File: src/rtl/modulo_controlador_reservatorio_rolhas_if.sv
// Handshake and status bundle between the cork reservoir controller and the line.
`timescale 1ns/1ps
interface modulo_controlador_reservatorio_rolhas_if #(
  parameter int LARGURA = 7
);
  logic               enable;
  logic               req_vedacao;
  logic               req_operador;
  logic [LARGURA-1:0] qtd_operador;
  logic               disp_ack;
  logic               disp_req;
  logic [LARGURA-1:0] rolhas;
  logic               min_r;
  logic               ro;
  logic               gnt_vedacao;
  logic               gnt_operador;
  logic               erro_capacidade;
  logic               alarme;
  logic [1:0]         estado;

  modport slave (
    input  enable, req_vedacao, req_operador, qtd_operador, disp_ack,
    output disp_req, rolhas, min_r, ro, gnt_vedacao, gnt_operador,
           erro_capacidade, alarme, estado
  );

  modport master (
    output enable, req_vedacao, req_operador, qtd_operador, disp_ack,
    input  disp_req, rolhas, min_r, ro, gnt_vedacao, gnt_operador,
           erro_capacidade, alarme, estado
  );
endinterface

File: src/rtl/modulo_controlador_reservatorio_rolhas.sv
// Cork reservoir counter: arbitrates dispenser refill, sealing consumption and
// operator loads (one update per cycle) and runs the dispenser handshake with timeout.
`timescale 1ns/1ps
module modulo_controlador_reservatorio_rolhas #(
  parameter int LARGURA    = 7,
  parameter int CAPACIDADE = 99,
  parameter int MINIMO     = 5,
  parameter int LOTE       = 15,
  parameter int TIMEOUT    = 8
) (
  input  logic clk,
  input  logic Nclr,
  modulo_controlador_reservatorio_rolhas_if.slave bus
);

  localparam int SW = LARGURA + 1;
  localparam int TW = $clog2(TIMEOUT + 1);

  typedef logic [SW-1:0] soma_t;
  typedef enum logic [1:0] {
    DESLIGADO = 2'b00,
    OPERANDO  = 2'b01,
    REPONDO   = 2'b10,
    FALHA     = 2'b11
  } estado_t;

  localparam soma_t CAP_S = soma_t'(CAPACIDADE);

  estado_t            state_q, state_d;
  logic [LARGURA-1:0] rolhas_q, rolhas_d;
  logic [LARGURA-1:0] qtd_q, qtd_d;
  logic [TW-1:0]      timer_q, timer_d;
  logic               pend_v_q, pend_v_d;
  logic               pend_o_q, pend_o_d;
  logic               gnt_v_q, gnt_v_d;
  logic               gnt_o_q, gnt_o_d;
  logic               erro_q, erro_d;
  logic               ativo;
  soma_t              soma_oper;
  soma_t              soma_lote;

  // Refill result clipped to the reservoir capacity.
  function automatic logic [LARGURA-1:0] satura(input soma_t v);
    return (v > CAP_S) ? LARGURA'(CAPACIDADE) : v[LARGURA-1:0];
  endfunction

  always_ff @(posedge clk) begin
    if (!Nclr) begin
      state_q  <= DESLIGADO;
      rolhas_q <= '0;
      timer_q  <= '0;
      pend_v_q <= 1'b0;
      pend_o_q <= 1'b0;
      gnt_v_q  <= 1'b0;
      gnt_o_q  <= 1'b0;
      erro_q   <= 1'b0;
    end else begin
      state_q  <= state_d;
      rolhas_q <= rolhas_d;
      timer_q  <= timer_d;
      pend_v_q <= pend_v_d;
      pend_o_q <= pend_o_d;
      gnt_v_q  <= gnt_v_d;
      gnt_o_q  <= gnt_o_d;
      erro_q   <= erro_d;
    end
  end

  always_ff @(posedge clk) begin
    qtd_q <= qtd_d;
  end

  always_comb begin
    state_d   = state_q;
    rolhas_d  = rolhas_q;
    qtd_d     = qtd_q;
    timer_d   = timer_q;
    pend_v_d  = pend_v_q;
    pend_o_d  = pend_o_q;
    gnt_v_d   = 1'b0;
    gnt_o_d   = 1'b0;
    erro_d    = 1'b0;
    ativo     = bus.enable && (state_q != DESLIGADO);
    soma_oper = {1'b0, rolhas_q} + {1'b0, qtd_q};
    soma_lote = {1'b0, rolhas_q} + soma_t'(LOTE);

    // Single update slot: dispenser ack beats consumption beats operator load.
    if (ativo && (state_q == REPONDO) && bus.disp_ack) begin
      rolhas_d = satura(soma_lote);
    end else if (ativo && pend_v_q && (rolhas_q != '0)) begin
      rolhas_d = rolhas_q - LARGURA'(1);
      gnt_v_d  = 1'b1;
      pend_v_d = 1'b0;
    end else if (ativo && pend_o_q) begin
      if (soma_oper <= CAP_S) begin
        rolhas_d = soma_oper[LARGURA-1:0];
        gnt_o_d  = 1'b1;
      end else begin
        erro_d   = 1'b1;
      end
      pend_o_d = 1'b0;
    end

    if (bus.req_vedacao) pend_v_d = 1'b1;
    if (bus.req_operador) begin
      pend_o_d = 1'b1;
      qtd_d    = bus.qtd_operador;
    end

    case (state_q)
      DESLIGADO: state_d = OPERANDO;
      OPERANDO: begin
        if (rolhas_q < LARGURA'(MINIMO)) begin
          state_d = REPONDO;
          timer_d = '0;
        end
      end
      REPONDO: begin
        if (bus.disp_ack) begin
          state_d = OPERANDO;
        end else if (timer_q == TW'(TIMEOUT - 1)) begin
          state_d = FALHA;
        end else begin
          timer_d = timer_q + TW'(1);
        end
      end
      default: state_d = FALHA;
    endcase

    // Line stop overrides everything and drops outstanding requests.
    if (!bus.enable) begin
      state_d  = DESLIGADO;
      timer_d  = '0;
      pend_v_d = 1'b0;
      pend_o_d = 1'b0;
    end
  end

  assign bus.rolhas          = rolhas_q;
  assign bus.estado          = state_q;
  assign bus.disp_req        = (state_q == REPONDO);
  assign bus.alarme          = (state_q == FALHA);
  assign bus.min_r           = (rolhas_q < LARGURA'(MINIMO));
  assign bus.ro              = (rolhas_q == '0);
  assign bus.gnt_vedacao     = gnt_v_q;
  assign bus.gnt_operador    = gnt_o_q;
  assign bus.erro_capacidade = erro_q;

endmodule

File: src/flat_wrapper.sv
// flat-port wrapper written by rule: the top's interface ports become plain ports
module modulo_controlador_reservatorio_rolhas_flat 
#(
  parameter int LARGURA    = 7,
  parameter int CAPACIDADE = 99,
  parameter int MINIMO     = 5,
  parameter int LOTE       = 15,
  parameter int TIMEOUT    = 8
)
  (clk, Nclr, bus_enable, bus_req_vedacao, bus_req_operador, bus_qtd_operador, bus_disp_ack, bus_disp_req, bus_rolhas, bus_min_r, bus_ro, bus_gnt_vedacao, bus_gnt_operador, bus_erro_capacidade, bus_alarme, bus_estado);
  modulo_controlador_reservatorio_rolhas_if #(.LARGURA(LARGURA)) bus_i ();
  input  logic clk;
  input  logic Nclr;
  input wire logic [$bits(bus_i.enable)-1:0] bus_enable;
  input wire logic [$bits(bus_i.req_vedacao)-1:0] bus_req_vedacao;
  input wire logic [$bits(bus_i.req_operador)-1:0] bus_req_operador;
  input wire logic [$bits(bus_i.qtd_operador)-1:0] bus_qtd_operador;
  input wire logic [$bits(bus_i.disp_ack)-1:0] bus_disp_ack;
  output wire logic [$bits(bus_i.disp_req)-1:0] bus_disp_req;
  output wire logic [$bits(bus_i.rolhas)-1:0] bus_rolhas;
  output wire logic [$bits(bus_i.min_r)-1:0] bus_min_r;
  output wire logic [$bits(bus_i.ro)-1:0] bus_ro;
  output wire logic [$bits(bus_i.gnt_vedacao)-1:0] bus_gnt_vedacao;
  output wire logic [$bits(bus_i.gnt_operador)-1:0] bus_gnt_operador;
  output wire logic [$bits(bus_i.erro_capacidade)-1:0] bus_erro_capacidade;
  output wire logic [$bits(bus_i.alarme)-1:0] bus_alarme;
  output wire logic [$bits(bus_i.estado)-1:0] bus_estado;
  assign bus_i.enable = bus_enable;
  assign bus_i.req_vedacao = bus_req_vedacao;
  assign bus_i.req_operador = bus_req_operador;
  assign bus_i.qtd_operador = bus_qtd_operador;
  assign bus_i.disp_ack = bus_disp_ack;
  assign bus_disp_req = bus_i.disp_req;
  assign bus_rolhas = bus_i.rolhas;
  assign bus_min_r = bus_i.min_r;
  assign bus_ro = bus_i.ro;
  assign bus_gnt_vedacao = bus_i.gnt_vedacao;
  assign bus_gnt_operador = bus_i.gnt_operador;
  assign bus_erro_capacidade = bus_i.erro_capacidade;
  assign bus_alarme = bus_i.alarme;
  assign bus_estado = bus_i.estado;
  modulo_controlador_reservatorio_rolhas #(.LARGURA(LARGURA), .CAPACIDADE(CAPACIDADE), .MINIMO(MINIMO), .LOTE(LOTE), .TIMEOUT(TIMEOUT)) u_core (.clk(clk), .Nclr(Nclr), .bus(bus_i));
endmodule
File: config.mk
export PLATFORM = sky130hd
export DESIGN_NAME = modulo_controlador_reservatorio_rolhas_flat
export DESIGN_NICKNAME = d
export VERILOG_FILES = /design/src/rtl/modulo_controlador_reservatorio_rolhas_if.sv /design/src/rtl/modulo_controlador_reservatorio_rolhas.sv /design/src/flat_wrapper.sv
export SDC_FILE = /design/constraint.sdc
export NUM_CORES = 1
export LEC_CHECK = 0
export ABC_AREA = 1
export CAP_MARGIN = 40
export CORE_UTILIZATION = 43
export CTS_BUF_LIST = sky130_fd_sc_hd__clkbuf_8
export CTS_CLUSTER_SIZE = 25
export DETAILED_ROUTE_END_ITERATION = 6
export PLACE_DENSITY = 0.65
export RECOVER_POWER = 100
export SLEW_MARGIN = 40
export SYNTH_ARGS = -nofsm -noshare
export SYNTH_HDL_FRONTEND = slang
export SYNTH_SLANG_ARGS = --single-unit
File: constraint.sdc
create_clock -name clk -period 5.6 [get_ports clk]
set_input_delay 1.12 -clock clk [delete_from_list [all_inputs] [get_ports clk]]
set_output_delay 1.12 -clock clk [all_outputs]
set_load 0.02 [all_outputs]
==> flow_metrics.py <==
metrics = {
    "run_status": {
        "outcome": "complete, no violations",
    },
    "logic_synthesis": {
        "ys_types": 30,
        "synthFlopType": "dfxtp_1",
        "syn-cell-area_um2": 1740,
        "syn_avg_cell_area_um2": 6.86,
        "synth_xor_area_frac": 0.0252,
        "synth_top_family_by_area": "simple AND/OR/NAND/NOR gates",
        "async_flop_share": 0,
        "yosys.area_share.simple": 0.355,
        "ys.warnings.count": 0,
        "yosys.area_share.adder": 0.0836,
        "synth_seq_area_share": 0.329,
        "synth_compound_area_frac": 0.103,
        "ys_ff_latch": 25,
        "synthMuxAreaShare": 0,
        "synth_cells": 253,
        "synth_enable_flop_cells": 7,
        "synth_fp_nets": 277,
    },
    "clock_network": {
        "clkSinkCount": 25,
        "cts_tree": "done",
        "numCtsBuffers": 3,
        "htreeDepth": 1,
        "cts_resized": 0,
        "worstSkewPairLatency_ns": 0.27,
        "hold_buffers": 0,
        "cts-root-buf": "clkbuf_8",
        "ctsLongestPathBuffers": 2,
        "postCtsSetupRepairBufs": 0,
        "path_clk_slew_ns": 0.09,
    },
    "pwr": {
        "clkPwrFrac": 0.284,
        "leakagePower_nw": 0.998,
        "swShare": 0.296,
        "irDropWorstVdd_mv": 0.101,
        "comb_power_share": 0.209,
        "pwr-share-seq": 0.507,
        "p_per_area_nw_per_um2": 191,
        "intPower_mw": 0.276,
        "p_sw_mw": 0.116,
    },
    "worst_setup_path": {
        "critical_path.startpoint": "bus_disp_ack",
        "cp-end-kind": "register",
        "cp-start-kind": "input port",
        "worstSetupPathType": "input port to register",
        "crit_fanout": 19,
        "cpMostUsedCell": "nand2_1",
        "crit_cells": 12,
        "slowest_stage": "nor3_1",
        "path_delay_family": "buffers and inverters",
        "max_stage_delay_ns": 0.68,
        "worstReg2RegStart": "u_core.bus.estado[0]$_SDFFE_PN0P_",
        "required_ns": 5.77,
        "crit_chain": "dlygate4sd3_1, inv_1, nor3_1, clkinv_1, nand2_1, clkinvlp_2, nand2_1, o21ai_0, inv_1, nand2_1, a21oi_1, nor2_1",
        "crit_buf_inv": 5,
        "arrival_ns": 4.13,
        "rr_worst_depth": 12,
    },
    "finish": {
        "diodes": 0,
        "fillers": 381,
        "final_cell_mix": "nand2_1 (62), inv_1 (34), nor2_1 (33)",
        "multiInputGateArea_um2": 965,
        "drive_gt1_frac": 0.0393,
        "area_delta_synth_final_pct": 18.6,
        "mostFrequentLayoutCell": "nand2_1",
        "seqCellArea_um2": 571,
        "finalNetCount": 305,
        "fin_util": 0.546,
    },
    "floorplan": {
        "fp.coreArea_um2": 3770,
        "ioPinCount": 29,
        "dieWidth_um": 65.5,
        "num_rows": 22,
        "start_util": 0.460,
        "die-area_um2": 4290,
        "die_h_um": 65.5,
    },
    "sta": {
        "min_period_over_period": 0.706,
        "whs_ns": 0.503,
        "slew_viol_final": 0,
        "relSlewSlack": 0.452,
        "hold_viol_final": 0,
        "fmax_mhz": 253,
        "tightestPinTransition_ns": 0.816,
        "finalSetupViolCount": 0,
        "rsz0062_at_grt": "false",
        "tns_ns": 0,
        "timing.final.crit_period_ns": 3.95,
        "skew_ns": 0.00273,
    },
    "detailed_routing": {
        "drc": 0,
        "ant_nets": 0,
        "drt-initial-drc-count": 78,
        "totalWireLength_mm": 3.94,
        "vias": 1644,
        "drt_pass1_iterations": 4,
        "via_per_inst": 5.01,
        "wl_per_cell_um": 12.0,
    },
    "grt": {
        "antenna_found_initial": 0,
        "grt-ovfl-total": 0,
        "grt_pass1_wl_mm": 6.70,
        "grt_max_degree": 20,
        "grtUsageTotal": 0.203,
        "grt-busiest-layer": "met2",
        "use_met3": 0.0278,
        "globalRouteMet1Util": 0.281,
        "grt_pass1_vias": 1463,
        "use_met2": 0.329,
    },
    "place": {
        "gp_congestion": 0.878,
        "port-buffer-count": 28,
        "dp_hpwl_mm": 3.08,
    },
    "worst_hold_path": {
        "worstHoldStart": "u_core.timer_q[1]$_SDFFE_PN0P_",
        "whs_path_depth": 2,
        "hp-class": "register to register",
    },
    "flow_run": {
        "cap_violations": 0,
    },
}
## Yosys cell counts (2+ instances only)
cell type   n  share of area
buf_6       3          0.019
a21oi_1    20          0.058
nand3_2     2          0.012
buf_2       2         0.0058
nand3b_1    3          0.013
inv_1      34          0.074
nand4_1     4          0.014
nor3_1      5          0.014
nor2_1     33          0.071
nand2_2     3          0.011
nand3_1    21          0.061
ha_1       10          0.072
edfxtp_1    7           0.12
xor2_1      4          0.020
nand2_1    61           0.13
o21ai_0     7          0.020
o211ai_1    2         0.0086
dfxtp_1    18           0.21
o21ai_1     3         0.0086
## per-layer routing
metal / vias up / routed length [um]
met4: 0 / 19
met5: - / 0
met3: 2 / 99
met1: 746 / 2050
met2: 21 / 1770
li1: 875 / -
## final timing paths
kind / to / slack (ns)
setup / recovery: u_core.bus.rolhas[1]$_SDFFE_PN0P_ / 1.65
hold / removal: u_core.timer_q[1]$_SDFFE_PN0P_ / 0.50
setup reg to reg: u_core.bus.rolhas[1]$_SDFFE_PN0P_ / 2.52
hold reg to reg: u_core.timer_q[1]$_SDFFE_PN0P_ / 0.50
## through the flow
step                      power, mW  cell area (um^2)  setup slack (ns)  instances
after floorplan               0.259              1740              3.40        253
after global placement        0.289              2030              2.78        324
after detailed placement      0.289              2030              2.73        324
after CTS                     0.402              2080              2.63        328
after global routing          0.416              2060              1.42        328
final                         0.393              2060              1.65        328
## cells by family after synthesis
group                      after synthesis
AOI/OAI and AO/OA                       34
buffers and inverters                   41
xor gates and xnor gates                 5
DFF                                     25
adders and majority gates               11
and+or+nand+nor                        137
## layout make-up
| class | instances | area share |
|---|---|---|
| Tap cell | 48 | 0.0292 |
| Inverter | 36 | 0.0663 |
| Multi-Input combinational cell | 187 | 0.469 |
| Clock inverter | 1 | 0.00243 |
| Clock buffer | 3 | 0.0201 |
| Timing Repair Buffer | 28 | 0.136 |
| Sequential cell | 25 | 0.277 |
## registers in the layout (all words and copies together) (netlist names)
signal and flops:
u_core.bus.estado 2, u_core.bus.rolhas 7, u_core.qtd_q 7, u_core.bus.erro_capacidade 1, u_core.pend_o_q 1, u_core.pend_v_q 1
u_core.timer_q 4, u_core.bus.gnt_operador 1, u_core.bus.gnt_vedacao 1
## worst register-to-register path, cell delays in order, from the launching register on
cell	delay (ns)
dfxtp_1	0.34
inv_1	0.13
nand2_2	0.08
nor3_1	0.67
clkinv_1	0.34
nand2_1	0.25
clkinvlp_2	0.57
nand2_1	0.22
o21ai_0	0.11
inv_1	0.07
nand2_1	0.05
a21oi_1	0.11
nor2_1	0.05
## power groups by stage
| stage | Sequential (mW) | Clock, mW | Combinational, mW |
|---|---|---|---|
| 5_1_grt | 0.200 | 0.122 | 0.0930 |
| 6_report | 0.199 | 0.112 | 0.0819 |
| 3_5_place_dp | 0.204 | 0 | 0.0857 |
| 4_1_cts | 0.199 | 0.116 | 0.0861 |
| 3_3_place_gp | 0.204 | 0 | 0.0853 |
| 2_1_floorplan | 0.204 | 0 | 0.0555 |
Power figures use the tool's default switching activity.
